<file path="src/rtl/capture_if.sv">
// capture_if: start/stop/trigger handshake and capture status between host logic and capture_fsm
interface capture_if #(
    parameter int ADDR_WIDTH = 12
);
    logic                  start;
    logic                  stop;
    logic [ADDR_WIDTH-1:0] trigger_loc;
    logic                  trig;
    logic [2:0]            state;
    logic                  bram_we;
    logic [ADDR_WIDTH-1:0] bram_addr;
    logic [ADDR_WIDTH-1:0] read_pointer;
    logic [ADDR_WIDTH-1:0] trigger_addr;
    logic                  done;
    modport master (
        output start, stop, trigger_loc, trig,
        input  state, bram_we, bram_addr, read_pointer, trigger_addr, done
    );
    modport slave (
        input  start, stop, trigger_loc, trig,
        output state, bram_we, bram_addr, read_pointer, trigger_addr, done
    );
endinterface

</file>
<file path="src/rtl/capture_fsm.sv">
// capture_fsm: sequences one pre/post-trigger capture into a circular sample BRAM
module capture_fsm #(
    parameter int SAMPLE_DEPTH = 4096,
    parameter int ADDR_WIDTH   = $clog2(SAMPLE_DEPTH)
) (
    input logic      clk,
    input logic      rst,
    capture_if.slave bus
);
    typedef enum logic [2:0] {IDLE, MOVE_TO_POSITION, IN_POSITION, FILLING, CAPTURED} state_t;
    localparam logic [ADDR_WIDTH-1:0] LAST = ADDR_WIDTH'(SAMPLE_DEPTH - 1);
    state_t                st;
    logic [ADDR_WIDTH-1:0] addr, addr_nx, count, count_nx, loc_q, loc_d, post_q, rp, ta;
    logic                  done_q;
    always_comb begin
        loc_d    = bus.trigger_loc > LAST ? LAST : bus.trigger_loc;
        post_q   = LAST - loc_q;
        addr_nx  = addr == LAST ? '0 : addr + 1'b1;
        count_nx = count + 1'b1;
    end
    assign bus.state        = st;
    assign bus.bram_we      = st inside {MOVE_TO_POSITION, IN_POSITION, FILLING};
    assign bus.bram_addr    = addr;
    assign bus.read_pointer = rp;
    assign bus.trigger_addr = ta;
    assign bus.done         = done_q;
    // read_pointer takes the next address to be written: after a full wrap that is the oldest sample
    always_ff @(posedge clk or posedge rst) begin
        if (rst) begin
            st     <= IDLE;
            addr   <= '0;
            count  <= '0;
            loc_q  <= '0;
            rp     <= '0;
            ta     <= '0;
            done_q <= 1'b0;
        end else if (bus.stop) begin
            st     <= IDLE;
            done_q <= 1'b0;
        end else begin
            case (st)
                IDLE, CAPTURED: if (bus.start) begin
                    addr   <= '0;
                    count  <= '0;
                    done_q <= 1'b0;
                    loc_q  <= loc_d;
                    st     <= loc_d == '0 ? IN_POSITION : MOVE_TO_POSITION;
                end
                MOVE_TO_POSITION: begin
                    addr  <= addr_nx;
                    count <= count_nx;
                    if (count_nx == loc_q) st <= IN_POSITION;
                end
                IN_POSITION: begin
                    addr <= addr_nx;
                    if (bus.trig) begin
                        ta    <= addr;
                        count <= '0;
                        if (post_q == '0) begin
                            st     <= CAPTURED;
                            rp     <= addr_nx;
                            done_q <= 1'b1;
                        end else st <= FILLING;
                    end
                end
                FILLING: begin
                    addr  <= addr_nx;
                    count <= count_nx;
                    if (count_nx == post_q) begin
                        st     <= CAPTURED;
                        rp     <= addr_nx;
                        done_q <= 1'b1;
                    end
                end
                default: st <= IDLE;
            endcase
        end
    end
endmodule

</file>
<file path="src/flat_wrapper.sv">
// flat-port wrapper written by rule: the top's interface ports become plain ports
module capture_fsm_flat 
#(
    parameter int SAMPLE_DEPTH = 4096,
    parameter int ADDR_WIDTH   = $clog2(SAMPLE_DEPTH)
)
  (clk, rst, bus_start, bus_stop, bus_trigger_loc, bus_trig, bus_state, bus_bram_we, bus_bram_addr, bus_read_pointer, bus_trigger_addr, bus_done);
  capture_if #(.ADDR_WIDTH(ADDR_WIDTH)) bus_i ();
  input logic clk;
  input logic rst;
  input wire logic [$bits(bus_i.start)-1:0] bus_start;
  input wire logic [$bits(bus_i.stop)-1:0] bus_stop;
  input wire logic [$bits(bus_i.trigger_loc)-1:0] bus_trigger_loc;
  input wire logic [$bits(bus_i.trig)-1:0] bus_trig;
  output wire logic [$bits(bus_i.state)-1:0] bus_state;
  output wire logic [$bits(bus_i.bram_we)-1:0] bus_bram_we;
  output wire logic [$bits(bus_i.bram_addr)-1:0] bus_bram_addr;
  output wire logic [$bits(bus_i.read_pointer)-1:0] bus_read_pointer;
  output wire logic [$bits(bus_i.trigger_addr)-1:0] bus_trigger_addr;
  output wire logic [$bits(bus_i.done)-1:0] bus_done;
  assign bus_i.start = bus_start;
  assign bus_i.stop = bus_stop;
  assign bus_i.trigger_loc = bus_trigger_loc;
  assign bus_i.trig = bus_trig;
  assign bus_state = bus_i.state;
  assign bus_bram_we = bus_i.bram_we;
  assign bus_bram_addr = bus_i.bram_addr;
  assign bus_read_pointer = bus_i.read_pointer;
  assign bus_trigger_addr = bus_i.trigger_addr;
  assign bus_done = bus_i.done;
  capture_fsm #(.SAMPLE_DEPTH(SAMPLE_DEPTH), .ADDR_WIDTH(ADDR_WIDTH)) u_core (.clk(clk), .rst(rst), .bus(bus_i));
endmodule
</file>
<file path="config.mk">
export PLATFORM = sky130hd
export DESIGN_NAME = capture_fsm_flat
export DESIGN_NICKNAME = d
export VERILOG_FILES = /design/src/rtl/capture_if.sv /design/src/rtl/capture_fsm.sv /design/src/flat_wrapper.sv
export SDC_FILE = /design/constraint.sdc
export NUM_CORES = 1
export LEC_CHECK = 0
export ABC_AREA = 1
export ABC_CLOCK_PERIOD_IN_PS = 2050
export BUFFER_PORTS_ARGS = -buffer_cell sky130_fd_sc_hd__buf_2
export CELL_PAD_IN_SITES_DETAIL_PLACEMENT = 0
export CELL_PAD_IN_SITES_GLOBAL_PLACEMENT = 1
export CORE_MARGIN = 5
export CORE_UTILIZATION = 37
export DETAILED_ROUTE_END_ITERATION = 8
export PLACE_DENSITY = 0.76
export SYNTH_ARGS = -nofsm -noshare
export SYNTH_HDL_FRONTEND = slang
export SYNTH_SLANG_ARGS = --single-unit
</file>
<file path="constraint.sdc">
create_clock -name clk -period 2.05 [get_ports clk]
set_input_delay 0.3075 -clock clk [delete_from_list [all_inputs] [get_ports clk]]
set_output_delay 0.3075 -clock clk [all_outputs]
set_load 0.01 [all_outputs]
</file>
==> impl_metrics.env, run 1 <==
export IMPL_critical_path_startpoint_type="flop"
export IMPL_hold_violations=0
export IMPL_ys_types=30
export IMPL_max_clock_path_buffers=2
export IMPL_critPathLaunch="u_core.count[1]$_DFFE_PP0P_"
export IMPL_initialDrtViolationCount=121
export IMPL_grt_pass1_wl_um=16150
export IMPL_numCtsBuffers=9
export IMPL_maxClockFrequency_mhz=490.0
export IMPL_ioPinCount=58
export IMPL_status="complete, no violations"
export IMPL_placementRows=35
export IMPL_post_route_cells_drive_above_1_share_pct=33.96
export IMPL_p_leak_nw=2.405
export IMPL_global_route_usage_over_all_layers_pct=17.69
export IMPL_layout_stage_area_growth_over_the_synthesis_result_pct=35.68
export IMPL_global_route_usage_met3_pct=5.015
export IMPL_period_share_pct=99.56
export IMPL_timing_critical_path_fanout_max=6
export IMPL_cts_htree_levels=3
export IMPL_grt_start_max_net_pins=65
export IMPL_setup_slack_ps=9.112
export IMPL_timing_reg2reg_worst_path_depth=15
export IMPL_netlist_instances=464
export IMPL_worst_r2r_setup_slack_ps=9
export IMPL_cts_tree="done"
export IMPL_yosysTopAreaCell="dfrtp_1"
export IMPL_gpl_final_weighted_congestion=0.8643
export IMPL_required_ps=2290
export IMPL_critical_path_class="reg -> reg"
export IMPL_drt_pass1_iter_count=4
export IMPL_die_w_um=107.9
export IMPL_detail_route_antenna_nets=0
export IMPL_mappedNetlistNets=483
export IMPL_powerDensity_nw_per_um2=1220
export IMPL_fp_dieArea_sq_um=11650
export IMPL_starting_utilization_of_the_core_area_pct=38.22
export IMPL_yosysWarnings=0
export IMPL_commonest_non_fill_non_tap_cells_in_the_layout="nand2_1 (111), dfrtp_1 (63), inv_1 (62)"
export IMPL_numClockSinks=64
export IMPL_grt_overflow_total=0
export IMPL_antenna_cells=0
export IMPL_placement_setup_worst_slack_ps=-33.72
export IMPL_worst_setup_path_endpoint="u_core.bus.read_pointer[4]$_DFFE_PP0P_"
export IMPL_wl_um=10010
export IMPL_mappedNetlistArea_sq_um=3548
export IMPL_final_max_slew_viol_count=0
export IMPL_placed_area_sq_um=4339
export IMPL_clkSlewWorstSetupHoldPaths_ps=70
export IMPL_layout_cell_area_non_filler_sq_um=4815
export IMPL_crit_path_arrival_time_ps=2280
export IMPL_synth_top_cell_area_share_pct=45.13
export IMPL_clock_skew_ps=7.871
export IMPL_post_route_min_period_ps=2041
export IMPL_synth_async_sr_flop_share_pct=100.0
export IMPL_cp_end_kind="flop"
export IMPL_busiest_layer="met2"
export IMPL_syn_area_per_cell_sq_um=7.647
export IMPL_synth_ff_type="dfrtp_1"
export IMPL_vdd_ir_drop_worst_v=0.0005784
export IMPL_insertion_delay_ps=350
export IMPL_timing_setup_tns_ps=0
export IMPL_floorplan_core_area_sq_um=9284
export IMPL_num_fill_cells=940
export IMPL_fp_dieH_um=107.9
export IMPL_max_cap_viol_count=0
export IMPL_cts_root_buffer_cell="clkbuf_8"
export IMPL_synth_enable_flop_cells=0
export IMPL_grt_util_met2_pct=27.49
export IMPL_timing_max_slew_rel_slack_pct=60.87
export IMPL_grt_setup_unrepaired="yes"
export IMPL_cts_hold_buf=0
export IMPL_postSynthRegisterBits=64
export IMPL_routedWlPerCell_um=14.00
export IMPL_finalPower_mw=5.875
export IMPL_place_hpwl_um=7379
export IMPL_grt_use_met1_pct=23.81
export IMPL_hold_class="in -> async"
export IMPL_final_common_cell="nand2_1"
export IMPL_r2r_start="u_core.count[1]$_DFFE_PP0P_"
export IMPL_remaining_drc_errors=0
export IMPL_critical_path_reg2reg_endpoint="u_core.bus.read_pointer[4]$_DFFE_PP0P_"
export IMPL_ys_seq_area_share_pct=45.13
export IMPL_vias=3463
export IMPL_nets=600
export IMPL_port_buffers=57
export IMPL_timing_final_setup_violations=0
export IMPL_via_count_of_the_first_global_routing_pass=3340
export IMPL_grt_antenna_before_repair=0
export IMPL_synth_top_cells_by_area="dfrtp_1 (45%), nand2_1 (12%), nand3_1 (7.5%)"
export IMPL_slew_worst_pin_ps=581.9
export IMPL_fin_util_pct=51.86
export IMPL_via_per_inst=4.843
[power by group]
part	switching [mW]	leakage, nW	internal [mW]
sequential	0.244	0.857	1.64
combinational	1.48	1.43	1.14
clock	0.525	0.123	0.847
[cells in the mapped netlist (2+ instances only)]
library cell and count:
nor2_1 21, xor2_1 4, dfrtp_1 64, nor2_4 2, nand2_1 118, inv_1 65, o21ai_2 12, buf_6 3
xnor2_1 3, ha_1 2, o21ai_1 3, nand2_4 2, nor2_2 4, o21ai_0 39, nand3_2 2, nor3_1 7
nand3_1 53, nand4_1 13, clkbuf_1 6, nand2_2 13, o22ai_1 15, inv_2 5
[registers in the layout (all words and copies together) (netlist names)]
| signal | cells |
|---|---|
| u_core.bus.done | 1 |
| u_core.count | 12 |
| u_core.bus.read_pointer | 12 |
| u_core.bus.trigger_addr | 12 |
| u_core.bus.bram_addr | 12 |
| u_core.bus.state | 3 |
| u_core.loc_q | 12 |
[cell type report]
class / instances / area, sq um / share of cell area [%]
inverter: 71 / 270.3 / 5.613
multi-input combinational: 320 / 1747 / 36.28
clock inverter: 6 / 115.1 / 2.391
tap: 129 / 161.4 / 3.352
sequential: 64 / 1603 / 33.29
clock buffer: 10 / 137.6 / 2.859
timing repair buffer: 115 / 780.7 / 16.22
[stage by stage]
stage               cells  hold slack (ps)
global placement      691            404.9
finish                715            24.13
global route          715            52.55
floorplan             464            472.9
CTS                   707            32.13
detailed placement    691            410.1
[logic make-up after synthesis]
kind of cell	synth area share, %
simple gates	30.47
buf+inv	9.309
compound gates	12.66
flops	45.13
xor+xnor	1.728
fa+ha+maj	0.7051
[worst max-delay path: stages (launching register included)]
cell       delay [ps]
dfrtp_2           410
nand2_2           110
nor2_4            210
buf_4             150
nand3_1            60
nand3_1            90
nand2_1            90
inv_2              50
nand3_1            80
nor2_2            150
nand2_2            90
nand2_4           100
nand2_8            80
clkbuf_16         160
nand2_2            50
o21ai_2            50
[metal layers]
metal | part of all wire, % | vias to the layer above
met3 | 6.5 | 11
met1 | 47 | 1628
li1 | - | 1750
met4 | 1.2 | 0
met2 | 45 | 74
met5 | 0 | -
[timing repair]
action,4_1_cts,5_1_grt
cloned,0,3
setup endpoints to repair,12,30
pin swaps,1,12
setup buffers,0,5
endpoints found under the hold margin,0,0
gates resized for setup,2,31
[worst min path at each step]
| stage | startpoint | endpoint | slack, ps |
|---|---|---|---|
| after floorplan | bus_trigger_loc[10] | u_core.loc_q[10]$_DFFE_PP0P_ | 470 |
| after global placement | rst | u_core.loc_q[1]$_DFFE_PP0P_ | 400 |
| after detailed placement | rst | u_core.loc_q[4]$_DFFE_PP0P_ | 410 |
| after CTS | rst | u_core.loc_q[4]$_DFFE_PP0P_ | 30 |
| after global routing | rst | u_core.loc_q[4]$_DFFE_PP0P_ | 50 |
| final | rst | u_core.loc_q[4]$_DFFE_PP0P_ | 20 |
(Power assumes the default switching activity.)
==> run 2: changes to the inputs <==
--- a/config.mk
+++ b/config.mk
@@ -5,13 +5,13 @@
 export SDC_FILE = /design/constraint.sdc
 export NUM_CORES = 1
 export LEC_CHECK = 0
-export ABC_AREA = 1
 export ABC_CLOCK_PERIOD_IN_PS = 2050
 export BUFFER_PORTS_ARGS = -buffer_cell sky130_fd_sc_hd__buf_2
 export CELL_PAD_IN_SITES_DETAIL_PLACEMENT = 0
 export CELL_PAD_IN_SITES_GLOBAL_PLACEMENT = 1
 export CORE_MARGIN = 5
-export CORE_UTILIZATION = 37
+export CORE_UTILIZATION = 40
+export CTS_CLUSTER_DIAMETER = 80
 export DETAILED_ROUTE_END_ITERATION = 8
 export PLACE_DENSITY = 0.76
 export SYNTH_ARGS = -nofsm -noshare
==> run 2 against run 1 <==
Compared with the run above:
- hold slack improved by 190 ps
- clock power fell by 18%
- non-clock buffer count rose by 43
- the flow now finishes with violations (setup timing)
- largest power group unchanged
- combinational power fell by 10%
- sequential power fell by 6%
- fmax fell by 16%
- global-route usage rose by 2.7 points
- clock-buffer cell count rose by 1
==> impl_metrics.env, run 2 <==
export IMPL_gpl_final_weighted_congestion=0.8652
export IMPL_cts_tree="done"
export IMPL_synth_enable_flop_cells=0
export IMPL_layout_stage_area_growth_over_the_synthesis_result_pct=40.64
export IMPL_power_sequential_fraction_pct=33.9
export IMPL_synth_top_cells_by_area="dfrtp_1 (42%), mux2_2 (7.7%), o21ai_0 (5.3%)"
export IMPL_p_switching_mw=1.969
export IMPL_critPathLaunch="u_core.count[0]$_DFFE_PP0P_"
export IMPL_vdd_ir_drop_worst_v=0.0006142
export IMPL_mappedNetlistNets=399
export IMPL_routedWlPerCell_um=17.34
export IMPL_die_w_um=107.6
export IMPL_most_frequent_cell_after_synthesis="dfrtp_1"
export IMPL_grt_antenna_before_repair=0
export IMPL_maxClockFrequency_mhz=410.1
export IMPL_required_ps=2290
export IMPL_critical_path_class="reg -> reg"
export IMPL_nets=545
export IMPL_clkSlewWorstSetupHoldPaths_ps=80
export IMPL_powerDensity_nw_per_um2=978.3
export IMPL_post_route_min_period_ps=2438
export IMPL_initialDrtViolationCount=185
export IMPL_cts_root_buffer_cell="clkbuf_8"
export IMPL_period_share_pct=118.9
export IMPL_grt_pass1_wl_um=18510
export IMPL_mappedNetlistArea_sq_um=3809
export IMPL_numCtsBuffers=9
export IMPL_wl_um=11450
export IMPL_final_max_slew_viol_count=0
export IMPL_hold_class="in -> reg"
export IMPL_floorplan_core_area_sq_um=9284
export IMPL_synth_async_sr_flop_share_pct=100.0
export IMPL_global_route_usage_met3_pct=3.719
export IMPL_max_clock_path_buffers=2
export IMPL_fp_dieH_um=107.6
export IMPL_cp_end_kind="flop"
export IMPL_timing_critical_path_fanout_max=6
export IMPL_yosysTopAreaCell="dfrtp_1"
export IMPL_antenna_cells=0
export IMPL_clockPowerShare_pct=21.3
export IMPL_internal_power_mw=3.272
export IMPL_timing_max_slew_rel_slack_pct=57.70
export IMPL_netlist_instances=380
export IMPL_via_per_inst=5.430
export IMPL_placementRows=35
export IMPL_via_count_of_the_first_global_routing_pass=3558
export IMPL_layout_cell_area_non_filler_sq_um=5356
export IMPL_grt_util_met2_pct=31.35
export IMPL_global_route_usage_over_all_layers_pct=20.35
export IMPL_r2r_start="u_core.count[0]$_DFFE_PP0P_"
export IMPL_finalNonFillerCells=660
export IMPL_slew_worst_pin_ps=634.6
export IMPL_ys_seq_area_share_pct=42.05
export IMPL_vias=3584
export IMPL_timing_reg2reg_worst_path_depth=9
export IMPL_starting_utilization_of_the_core_area_pct=41.02
export IMPL_post_route_cells_drive_above_1_share_pct=47.27
export IMPL_insertion_delay_ps=350
export IMPL_hold_violations=0
export IMPL_critical_path_reg2reg_endpoint="u_core.bus.read_pointer[5]$_DFFE_PP0P_"
export IMPL_placed_cells_incl_taps=627
export IMPL_cts_htree_levels=3
export IMPL_numClockSinks=64
export IMPL_status="finished, violations left"
export IMPL_fp_dieArea_sq_um=11570
export IMPL_grt_start_max_net_pins=47
export IMPL_switching_share_pct=37.57
export IMPL_critical_path_startpoint_type="flop"
export IMPL_setup_slack_ps=-388.3
export IMPL_p_leak_nw=2.599
export IMPL_busiest_layer="met2"
export IMPL_clock_skew_ps=20.03
export IMPL_synth_ff_type="dfrtp_1"
export IMPL_worst_r2r_setup_slack_ps=-390
export IMPL_grt_setup_unrepaired="yes"
export IMPL_syn_area_per_cell_sq_um=10.02
export IMPL_crit_path_arrival_time_ps=2680
export IMPL_grt_use_met1_pct=29.06
export IMPL_remaining_drc_errors=0
export IMPL_worst_setup_path_endpoint="u_core.bus.read_pointer[5]$_DFFE_PP0P_"
export IMPL_max_cap_viol_count=0
export IMPL_synth_top_cell_area_share_pct=42.05
export IMPL_placed_area_sq_um=4813
export IMPL_ys_types=66
export IMPL_port_buffers=57
export IMPL_place_hpwl_um=8215
export IMPL_violations="setup timing"
export IMPL_commonest_non_fill_non_tap_cells_in_the_layout="buf_4 (86), buf_2 (57), dfrtp_1 (57)"
export IMPL_postSynthRegisterBits=64
export IMPL_final_common_cell="buf_4"
export IMPL_drt_pass1_iter_count=5
export IMPL_grt_overflow_total=0
export IMPL_timing_final_setup_violations=16
export IMPL_yosysWarnings=0
export IMPL_ioPinCount=58
export IMPL_post_synth_most_frequent_cells="dfrtp_1 (64), o21ai_0 (40), nor2_1 (29)"
export IMPL_power_combinational_fraction_pct=44.8
export IMPL_detail_route_antenna_nets=0
## run 2: worst min-delay path by stage
stage                        from                     endpoint  depth (start not counted)
3_3_place_gp                  rst  u_core.count[3]$_DFFE_PP0P_                          2
4_1_cts        bus_trigger_loc[7]  u_core.loc_q[7]$_DFFE_PP0P_                          3
2_1_floorplan  bus_trigger_loc[7]  u_core.loc_q[7]$_DFFE_PP0P_                          2
6_report       bus_trigger_loc[2]  u_core.loc_q[2]$_DFFE_PP0P_                          2
3_5_place_dp                  rst  u_core.count[8]$_DFFE_PP0P_                          2
5_1_grt        bus_trigger_loc[6]  u_core.loc_q[6]$_DFFE_PP0P_                          2
## run 2: final cells by class
cell class,count,area [sq um]
Clock buffer,11,141.4
Sequential cell,64,1610
Timing Repair Buffer,158,1125
Multi-Input combinational cell,285,2232
Inverter,8,30.03
Tap cell,129,161.4
Fill cell,835,3928
Clock inverter,5,56.30
## run 2: power by group through the flow
stage | Clock [mW] | Sequential (mW) | Combinational [mW]
after floorplan | 0 | 1.77 | 1.23
after global placement | 0 | 1.73 | 2.07
after detailed placement | 0 | 1.75 | 2.11
after CTS | 1.14 | 1.76 | 2.31
after global routing | 1.21 | 1.80 | 2.54
final | 1.12 | 1.77 | 2.35
## run 2: kinds of logic after synthesis
kind of cell / count (synthesis) / synth area share (%)
flops: 64 / 42.05
mux: 36 / 11.37
buf+inv: 31 / 4.961
compound gates: 91 / 16.03
simple gates: 129 / 18.00
xor+xnor: 27 / 6.932
fa+ha+maj: 2 / 0.6569
## run 2: metrics by stage
stage	setup WS, ps	util [%]	hold slack [ps]	total power, mW	setup TNS, ps
4_1_cts	-373.5	57.39	201.8	5.215	-5294
2_1_floorplan	-391.1	-	424.3	3.004	-4497
6_report	-388.3	57.70	214.2	5.240	-5557
3_3_place_gp	-378.7	51.85	354.0	3.806	-5024
3_5_place_dp	-444.5	51.85	356.2	3.862	-5925
5_1_grt	-458.7	57.70	213.3	5.552	-6698
## run 2: timing repair
item,4_1_cts,5_1_grt
endpoints found under the setup margin,16,22
hold endpoints to repair,18,0
pin swaps,14,3
gates resized for setup,41,11
hold buffers,1,0
buffers inserted,16,1
## run 2: critical path: stages, from the launching register on
cell	delay, ps
dfrtp_2	450
ha_4	200
a21o_1	180
a311oi_2	240
o21ai_1	130
o311a_4	160
o41ai_4	350
buf_6	190
buf_12	140
mux2_4	290
## run 2: layer usage
layer / part of all wire [%] / up-vias / routed length, um
met4: 1.6 / 0 / 185
met3: 5.4 / 14 / 614
met5: 0 / - / 0
met2: 47 / 108 / 5328
li1: - / 1687 / -
met1: 46 / 1775 / 5318
